--- src/rtl/tc_timer.sv ---
// tc_timer: memory-mapped countdown timer with one-shot / auto-reload modes and a maskable irq
//
// Register map (word offset addr[3:2]):
//   0x0 CTRL   [0] EN, [2:1] MODE (01 auto-reload, anything else one-shot), [3] IM
//   0x4 PRESET full 32-bit reload value
//   0x8 COUNT  current count, read-only
//   0xC        reads 0
//
// Ports:
//   clk     system clock, all state on the rising edge
//   reset   asynchronous active-low reset
//   addr    word address addr[31:2]; only addr[3:2] is decoded
//   we      write strobe, already qualified by the bridge's address range
//   byteen  per-byte write enables for din
//   din     write data
//   dout    combinational read data selected by addr[3:2]
//   irq     interrupt request = pending flag masked by CTRL.IM
module tc_timer (
    input  logic        clk,
    input  logic        reset,
    input  logic [31:2] addr,
    input  logic        we,
    input  logic [3:0]  byteen,
    input  logic [31:0] din,
    output logic [31:0] dout,
    output logic        irq
);
    typedef enum logic [1:0] {IDLE, LOAD, CNT, INT} state_t;
    state_t      r_state;
    logic [3:0]  r_ctrl;
    logic [31:0] r_preset;
    logic [31:0] r_count;
    logic        r_irq_flag;
    logic        w_ctrl_wr;
    logic        w_preset_wr;
    logic        w_reload;
    logic [31:0] w_preset_nxt;
    // A CTRL write with no byte enabled changes nothing, so it neither clears
    // the pending flag nor blocks the one-shot EN clear.
    assign w_ctrl_wr   = we && addr[3:2] == 2'd0 && |byteen;
    assign w_preset_wr = we && addr[3:2] == 2'd1;
    assign w_reload    = r_ctrl[2:1] == 2'b01;
    assign w_preset_nxt = {byteen[3] ? din[31:24] : r_preset[31:24],
                           byteen[2] ? din[23:16] : r_preset[23:16],
                           byteen[1] ? din[15:8]  : r_preset[15:8],
                           byteen[0] ? din[7:0]   : r_preset[7:0]};
    assign dout = !reset             ? 32'd0 :
                  addr[3:2] == 2'd0  ? {28'd0, r_ctrl} :
                  addr[3:2] == 2'd1  ? r_preset :
                  addr[3:2] == 2'd2  ? r_count : 32'd0;
    assign irq = r_irq_flag & r_ctrl[3];
    always_ff @(posedge clk or negedge reset) begin
        if (!reset) begin
            r_state    <= IDLE;
            r_ctrl     <= 4'd0;
            r_preset   <= 32'd0;
            r_count    <= 32'd0;
            r_irq_flag <= 1'b0;
        end else begin
            case (r_state)
                IDLE: if (r_ctrl[0]) r_state <= LOAD;
                LOAD: begin
                    r_count <= r_preset;
                    r_state <= CNT;
                end
                // Terminal step covers both 1 and 0, so PRESET=0 acts like 1 and COUNT never wraps.
                CNT: begin
                    if (!r_ctrl[0]) r_state <= IDLE;
                    else if (r_count > 32'd1) r_count <= r_count - 32'd1;
                    else begin
                        r_count    <= 32'd0;
                        r_irq_flag <= 1'b1;
                        r_state    <= INT;
                    end
                end
                INT: begin
                    r_state <= IDLE;
                    if (w_reload) r_irq_flag <= 1'b0;
                    else if (!w_ctrl_wr) r_ctrl[0] <= 1'b0;
                end
                default: r_state <= IDLE;
            endcase
            // CPU writes come last so they override FSM updates at the same edge.
            if (w_ctrl_wr) begin
                r_irq_flag <= 1'b0;
                if (byteen[0]) r_ctrl <= din[3:0];
            end
            if (w_preset_wr) r_preset <= w_preset_nxt;
        end
    end
endmodule
--- config.mk ---
export PLATFORM = sky130hd
export DESIGN_NAME = tc_timer
export DESIGN_NICKNAME = d
export VERILOG_FILES = /design/src/rtl/tc_timer.sv
export SDC_FILE = /design/constraint.sdc
export NUM_CORES = 1
export LEC_CHECK = 0
export ABC_AREA = 1
export BUFFER_PORTS_ARGS = -buffer_cell sky130_fd_sc_hd__buf_4
export CAP_MARGIN = 5
export CORE_UTILIZATION = 50
export CTS_BUF_LIST = sky130_fd_sc_hd__clkbuf_4
export CTS_CLUSTER_SIZE = 10
export DETAILED_ROUTE_END_ITERATION = 8
export PLACE_DENSITY = 0.75
export SETUP_SLACK_MARGIN = 0.02
export SLEW_MARGIN = 5
export SYNTH_ARGS = -nofsm -noshare
export SYNTH_HDL_FRONTEND = slang
export SYNTH_SLANG_ARGS = --single-unit
--- constraint.sdc ---
create_clock -name clk -period 3.4 [get_ports clk]
set_clock_uncertainty 0.15 [all_clocks]
set_input_delay 0.34 -clock clk [delete_from_list [all_inputs] [get_ports clk]]
set_output_delay 0.34 -clock clk [all_outputs]
set_load 0.05 [all_outputs]
==> impl_summary.log, run 1 <==
INFO  metric status = completed
INFO  metric num_vias = 4685
INFO  metric r2r.worst_path.cells = 9
INFO  metric ff_latch_area = 1780 um2
INFO  metric multiInputGateArea = 2230 um2
INFO  metric power.net_switching = 1.64 mW
INFO  metric highest_net_fanout_along_the_worst_path = 39
INFO  metric buffer_ports.inserted = 73
INFO  metric grt_antenna_before_repair = 0
INFO  metric route.detailed.vias_per_inst = 5.37
INFO  metric fin_util = 63.7%
INFO  metric worstSetupEndpointType = output port
INFO  metric clk_latency = 0.43 ns
INFO  metric ys_seq_elements = 71
INFO  metric min_path_cells = 3
INFO  metric final_period_minus_worst_setup_slack = 2.69 ns
INFO  metric r2r-end = r_count[11]
INFO  metric max_stage_delay = 0.52 ns
INFO  metric finalSetupViolCount = 0
INFO  metric final_layout_size_suffix_gt1_share = 15.6%
INFO  metric leakage = 2.79 nW
INFO  metric grt_start_max_net_pins = 41
INFO  metric drt_iter0_drc = 270
INFO  metric ys_types = 28
INFO  metric cp_data_required_time = 2.91 ns
INFO  metric postPlaceCellArea = 5160 um2
INFO  metric synth_enable_flop_cells = 0
INFO  metric cts-buffers-inserted = 9
INFO  metric setup_slack = 0.709 ns
INFO  metric gpl.final_weighted_congestion = 0.862
INFO  metric timing_worst_setup_path_type = input port to output port
INFO  metric critPathSlowestCell = dlygate4sd3_1
INFO  metric detailed_place_hpwl = 8.56 mm
INFO  metric detailedRoute.firstPassIterationCount = 6
INFO  metric final-max-slew-violation-count = 0
INFO  metric crit_path_frequent_cell = buf_4
INFO  metric rrSetupSlack = 0.97 ns
INFO  metric antenna_violating_nets_post_route = 0
INFO  metric pwr_density_cell = 661 nW/um2
INFO  metric clock.fmax = 372 MHz
INFO  metric syn_to_final_growth = 22.9%
INFO  metric crit_chain = dlygate4sd3_1 > buf_4 > inv_2 > a21oi_1 > buf_4
INFO  metric report.power.total = 3.69 mW
INFO  metric yosysMostFrequentCell = nor2_1
INFO  metric hold_path_class = input port to flip-flop
INFO  metric synth.avg_cell_area = 6.81 um2
INFO  metric row_count = 34
INFO  metric wire_per_inst = 14.4 um
INFO  metric worst_ir_drop_vdd = 0.414 mV
INFO  metric yosysTopAreaCellShare = 39.1%
INFO  metric report.final.hold_viol_count = 0
INFO  metric max_slew.worst_pin.slew = 0.848 ns
INFO  metric cts.root.buffer_cell = clkbuf_4
INFO  metric min_period_over_period = 79.1%
INFO  metric synth_common_cells = nor2_1 (127), inv_1 (109), nand2_1 (105)
INFO  metric cts.repair.resized = 0
INFO  metric synthesis.instances = 668
INFO  metric drt_wl_total = 12.5 mm
INFO  metric postCtsSetupBuffers = 0
INFO  metric drc_errors = 0
INFO  metric finalInstanceArea = 5590 um2
INFO  metric grt_first_pass_wirelength = 21.0 mm
INFO  metric num_antenna_cells = 0
INFO  metric die_height = 97.4 um
INFO  metric setup.worst_path.end = dout[8]
INFO  metric floorplan.die_area = 9480 um2
INFO  metric clkSinkCount = 71
INFO  metric synth_flop_cell = dfrtp_1
INFO  metric ys_warn_count = 0
INFO  metric n_fill_cell = 806
INFO  metric mappedNetlistNets = 739
INFO  metric cap_violations = 0
INFO  metric dpl_worst_slack = 1.00 ns
INFO  metric synth_top_cells_by_area = dfrtp_1 (39%), nor2_1 (10%), inv_1 (9.0%)
INFO  metric worst_case_clock_buffer_depth = 2
INFO  metric clockPowerShare = 18.8%
INFO  metric max_slew_margin = 43.3%
INFO  metric timing.critical_path.from_type = input port
INFO  metric initial_core_util = 51.9%
INFO  metric die-width = 97.4 um
INFO  metric fp.coreArea = 8760 um2
INFO  metric grt.total_usage = 27.3%
INFO  metric rsz0062_at_grt = false
INFO  metric reg2reg_from = r_count[0]
INFO  metric first_global_vias = 4610
INFO  metric combinationalPowerShare = 42.7%
INFO  metric synthesis.area = 4550 um2
INFO  metric design.final.nets = 830
INFO  metric seq_power_share = 38.5%
INFO  metric cellInternalPower = 2.05 mW
INFO  metric cp-startpoint = reset
INFO  metric tritoncts = yes
INFO  metric number_of_h_tree_levels = 3
INFO  metric globalRouteOverflowTotal = 0
INFO  metric area_leader_netlist = dfrtp_1
INFO  metric tns = 0 ns
INFO  metric cts.reportedPaths.clkPinSlew = 0.12 ns
INFO  metric ys_async_sr_fraction = 100%
INFO  metric ios = 102
INFO  metric switching_share = 44.4%
INFO  metric arrival = 2.20 ns
INFO  metric seq_area_frac_synth = 39.1%
cell families (layout without fill, tap and decap cells):
logic type,Yosys count,after routing,share of synthesized area (%)
simple gates,298,298,27.4
compound gates,140,140,16.5
buf+inv,136,232,11.9
flops,71,71,39.1
xor+xnor,12,12,2.31
mux,9,9,2.23
fa+ha+maj,2,2,0.550
flip-flops by register name, summed over array words and instances (netlist names):
signal	cells
r_count	32
r_ctrl	4
r_irq_flag	1
r_preset	32
r_state	2
routing by layer:
metal	GRT usage, %	up-vias	share of wire, %
met5	0	-	0
met4	13.3	0	3.4
met3	3.81	31	5.5
met2	45.3	175	48
met1	34.9	2182	43
li1	-	2297	-
layout make-up:
type / count / share of cell area [%]
inverter: 111 / 7.46
tap: 108 / 2.42
timing repair buffer: 105 / 15.2
multi-input combinational: 461 / 39.9
clock inverter: 7 / 1.99
sequential: 71 / 31.8
clock buffer: 9 / 1.21
worst min-delay path by stage:
stage               startpoint           end  slack (ns)
floorplan                reset    r_count[0]       -0.11
global placement         reset  r_preset[22]        0.20
detailed placement       reset  r_preset[20]        0.20
CTS                     din[3]     r_ctrl[3]     0.00004
global route           din[17]  r_preset[17]       0.009
finish                 din[17]  r_preset[17]        0.01
repair_timing:
action                                 4_1_cts  5_1_grt
endpoints found under the hold margin       56        1
setup endpoints to repair                    0        0
hold buffers                                24        1
power by group through the flow:
stage	clock network [mW]	registers [mW]	logic (mW)
5_1_grt	0.735	1.46	1.78
3_5_place_dp	0	1.43	1.54
2_1_floorplan	0	1.34	1.20
3_3_place_gp	0	1.41	1.49
6_report	0.695	1.42	1.58
4_1_cts	0.703	1.41	1.57
through the flow:
| step | hold WS, ns | instances |
|---|---|---|
| 2_1_floorplan | -0.106 | 668 |
| 3_3_place_gp | 0.201 | 831 |
| 3_5_place_dp | 0.204 | 831 |
| 4_1_cts | 0.0000389 | 871 |
| 5_1_grt | 0.00891 | 872 |
| 6_report | 0.0136 | 872 |
placed cells by master, fill, tap and decap left out, types with 3 or more instances in the layout:
| cell | count |
|---|---|
| a21oi_1 | 62 |
| xor2_1 | 12 |
| o21ai_0 | 52 |
| nor2_4 | 3 |
| nor2_1 | 127 |
| nand2_1 | 105 |
| nand3_1 | 50 |
| bufinv_16 | 3 |
| o22ai_1 | 20 |
| dlygate4sd3_1 | 25 |
| mux2_2 | 9 |
| clkbuf_4 | 9 |
| buf_4 | 80 |
| nor2_2 | 5 |
| inv_1 | 109 |
| dfrtp_1 | 71 |
worst max-delay path, delay by kind of cell:
| kind | cells | cell delay [ns] |
|---|---|---|
| buf+inv | 4 | 1.56 |
| compound gates | 1 | 0.28 |
(Power assumes the default switching activity.)
==> run 2: changes to the inputs <==
clock period = 2.61 ns   (was 3.4 ns; I/O delays follow)
==> impl_summary.log, run 2 (synthesis results as in run 1) <==
INFO  metric row_count = 34 (unchanged)
INFO  metric gpl.final_weighted_congestion = 0.906 (was 0.862)
INFO  metric clkSinkCount = 71 (unchanged)
INFO  metric drt_wl_total = 12.3 mm (was 12.5 mm)
INFO  metric tns = 0 ns (unchanged)
INFO  metric grt.total_usage = 26.8% (was 27.3%)
INFO  metric tritoncts = yes (unchanged)
INFO  metric route.detailed.vias_per_inst = 5.37 (about the same)
INFO  metric fp.coreArea = 8760 um2 (unchanged)
INFO  metric clk_latency = 0.41 ns (was 0.43 ns)
INFO  metric worst_case_clock_buffer_depth = 2 (unchanged)
INFO  metric worstSetupEndpointType = flip-flop (was output port)
INFO  metric timing_worst_setup_path_type = flip-flop to flip-flop (was input port to output port)
INFO  metric final_layout_size_suffix_gt1_share = 15.6% (about the same)
INFO  metric n_fill_cell = 813 (was 806)
INFO  metric antenna_violating_nets_post_route = 0 (unchanged)
INFO  metric max_slew.worst_pin.slew = 0.810 ns (was 0.848 ns)
INFO  metric reg.largest.list = r_count x32, r_preset x32, r_ctrl x4 (unchanged)
INFO  metric rsz0062_at_grt = false (unchanged)
INFO  metric power.net_switching = 2.09 mW (was 1.64 mW)
INFO  metric clock.fmax = 453 MHz
INFO  metric arrival = 2.40 ns (was 2.20 ns)
INFO  metric finalSetupViolCount = 0 (unchanged)
INFO  metric final_period_minus_worst_setup_slack = 2.21 ns
INFO  metric cellInternalPower = 2.41 mW (was 2.05 mW)
INFO  metric cap_violations = 0 (unchanged)
INFO  metric initial_core_util = 51.9% (unchanged)
INFO  metric num_vias = 4738 (was 4685)
INFO  metric cp_data_required_time = 2.80 ns (was 2.91 ns)
INFO  metric combinationalPowerShare = 46.1% (was 42.7%)
INFO  metric seq_power_share = 41.0% (was 38.5%)
INFO  metric detailed_place_hpwl = 8.75 mm (was 8.56 mm)
INFO  metric ios = 102 (unchanged)
INFO  metric detailedRoute.firstPassIterationCount = 5 (was 6)
INFO  metric rrSetupSlack = 0.40 ns (was 0.97 ns)
INFO  metric report.power.total = 4.51 mW (was 3.69 mW)
INFO  metric die_height = 97.4 um (unchanged)
INFO  metric grt_first_pass_wirelength = 20.9 mm (was 21.0 mm)
INFO  metric cts-buffers-inserted = 9 (unchanged)
INFO  metric layout.cells.most_common_list = nor2_1 (127), inv_1 (109), nand2_1 (105) (unchanged)
INFO  metric grt_antenna_before_repair = 0 (unchanged)
INFO  metric floorplan.die_area = 9480 um2 (unchanged)
INFO  metric hold_path_class = input port to flip-flop (unchanged)
INFO  metric fin_util = 64.0% (was 63.7%)
INFO  metric design.final.nets = 841 (was 830)
INFO  metric grt_start_max_net_pins = 48 (was 41)
INFO  metric status = completed (unchanged)
INFO  metric switching_share = 46.5% (was 44.4%)
INFO  metric final-max-slew-violation-count = 0 (unchanged)
INFO  metric highest_net_fanout_along_the_worst_path = 39 (unchanged)
INFO  metric layout_commonest_cell = nor2_1 (unchanged)
INFO  metric num_antenna_cells = 0 (unchanged)
INFO  metric first_global_vias = 4660 (was 4610)
INFO  metric globalRouteOverflowTotal = 0 (unchanged)
INFO  metric drt_iter0_drc = 236 (was 270)
INFO  metric worst_ir_drop_vdd = 0.454 mV (was 0.414 mV)
INFO  metric wire_per_inst = 13.9 um (was 14.4 um)
INFO  metric max_slew_margin = 45.9% (was 43.3%)
INFO  metric leakage = 2.80 nW (was 2.79 nW)
INFO  metric die-width = 97.4 um (unchanged)
INFO  metric min_period_over_period = 84.7%
INFO  metric report.final.hold_viol_count = 0 (unchanged)
INFO  metric clockPowerShare = 12.9% (was 18.8%)
INFO  metric timing.critical_path.from_type = flip-flop (was input port)
INFO  metric syn_to_final_growth = 23.4% (was 22.9%)
INFO  metric buffer_ports.inserted = 73 (unchanged)
INFO  metric number_of_h_tree_levels = 3 (unchanged)
INFO  metric cts.root.buffer_cell = clkbuf_4 (unchanged)
INFO  metric drc_errors = 0 (unchanged)
INFO  metric cts.reportedPaths.clkPinSlew = 0.12 ns (about the same)
INFO  metric pwr_density_cell = 803 nW/um2 (was 661 nW/um2)
==> run 2: cell types whose count changed in the layout (fill, tap and decap cells not counted), sizes merged <==
cell	delta
buf	+3
clkbuf	+1
dlygate4sd3	+8
bufinv	-3
clkinv	+1
==> run 2: cell type report <==
type                       count  area (um2)  share of cell area, %
clock buffer                  10        75.1                   1.34
clock inverter                 5        26.3                  0.468
inverter                     111         417                   7.42
multi-input combinational    461        2230                   39.7
sequential                    71        1780                   31.7
tap                          108         135                   2.41
timing repair buffer         116         953                   17.0
==> run 2: path summary, 6_finish.rpt <==
kind	start	end	depth (start not counted)
hold / removal	we	r_irq_flag	4
min in group asynchronous	reset	r_preset[1]	2
setup / recovery	r_state[0]	r_count[26]	8
setup reg to reg	r_state[0]	r_count[26]	8
hold reg to reg	r_preset[2]	r_preset[2]	2
max in group asynchronous	reset	r_count[6]	3
==> run 2: through the flow <==
stage	instances	cell area [um2]	hold WS, ns	setup slack [ns]
finish	882	5610	0.0153	0.401
global route	882	5610	0.0389	0.199
CTS	882	5610	0.00292	0.388
detailed placement	834	5180	-0.0511	0.406
global placement	834	5180	-0.0518	0.451
floorplan	668	4550	-0.185	0.696
==> run 2: routing by layer <==
metal | global-route usage (%) | up-vias | share of wire (%) | wire length [um]
met3 | 3.81 | 39 | 4.2 | 515
met5 | 0 | - | 0 | 0
met4 | 12.6 | 0 | 3.0 | 369
met2 | 45.2 | 150 | 49 | 5980
met1 | 34.0 | 2216 | 44 | 5430
li1 | - | 2333 | - | -
==> run 2: power by group through the flow <==
stage / Clock [mW] / Combinational [mW] / Sequential (mW)
6_report: 0.582 / 2.08 / 1.85
5_1_grt: 0.642 / 2.34 / 1.89
4_1_cts: 0.600 / 2.07 / 1.83
3_5_place_dp: 0 / 2.02 / 1.86
3_3_place_gp: 0 / 1.95 / 1.84
2_1_floorplan: 0 / 1.56 / 1.75
==> run 2: worst max-delay path: stages (launching register included) <==
cell	delay (ns)
dfrtp_1	0.45
nor2_4	0.13
inv_1	0.08
nor2_1	0.14
inv_1	0.17
nand2_2	0.53
buf_4	0.31
nor2_1	0.05
a21oi_1	0.12
==> run 2: repair_timing <==
item	in CTS	in global routing
endpoints found under the hold margin	107	0
gates resized for setup	0	0
buffers inserted	0	0
hold buffers	33	0
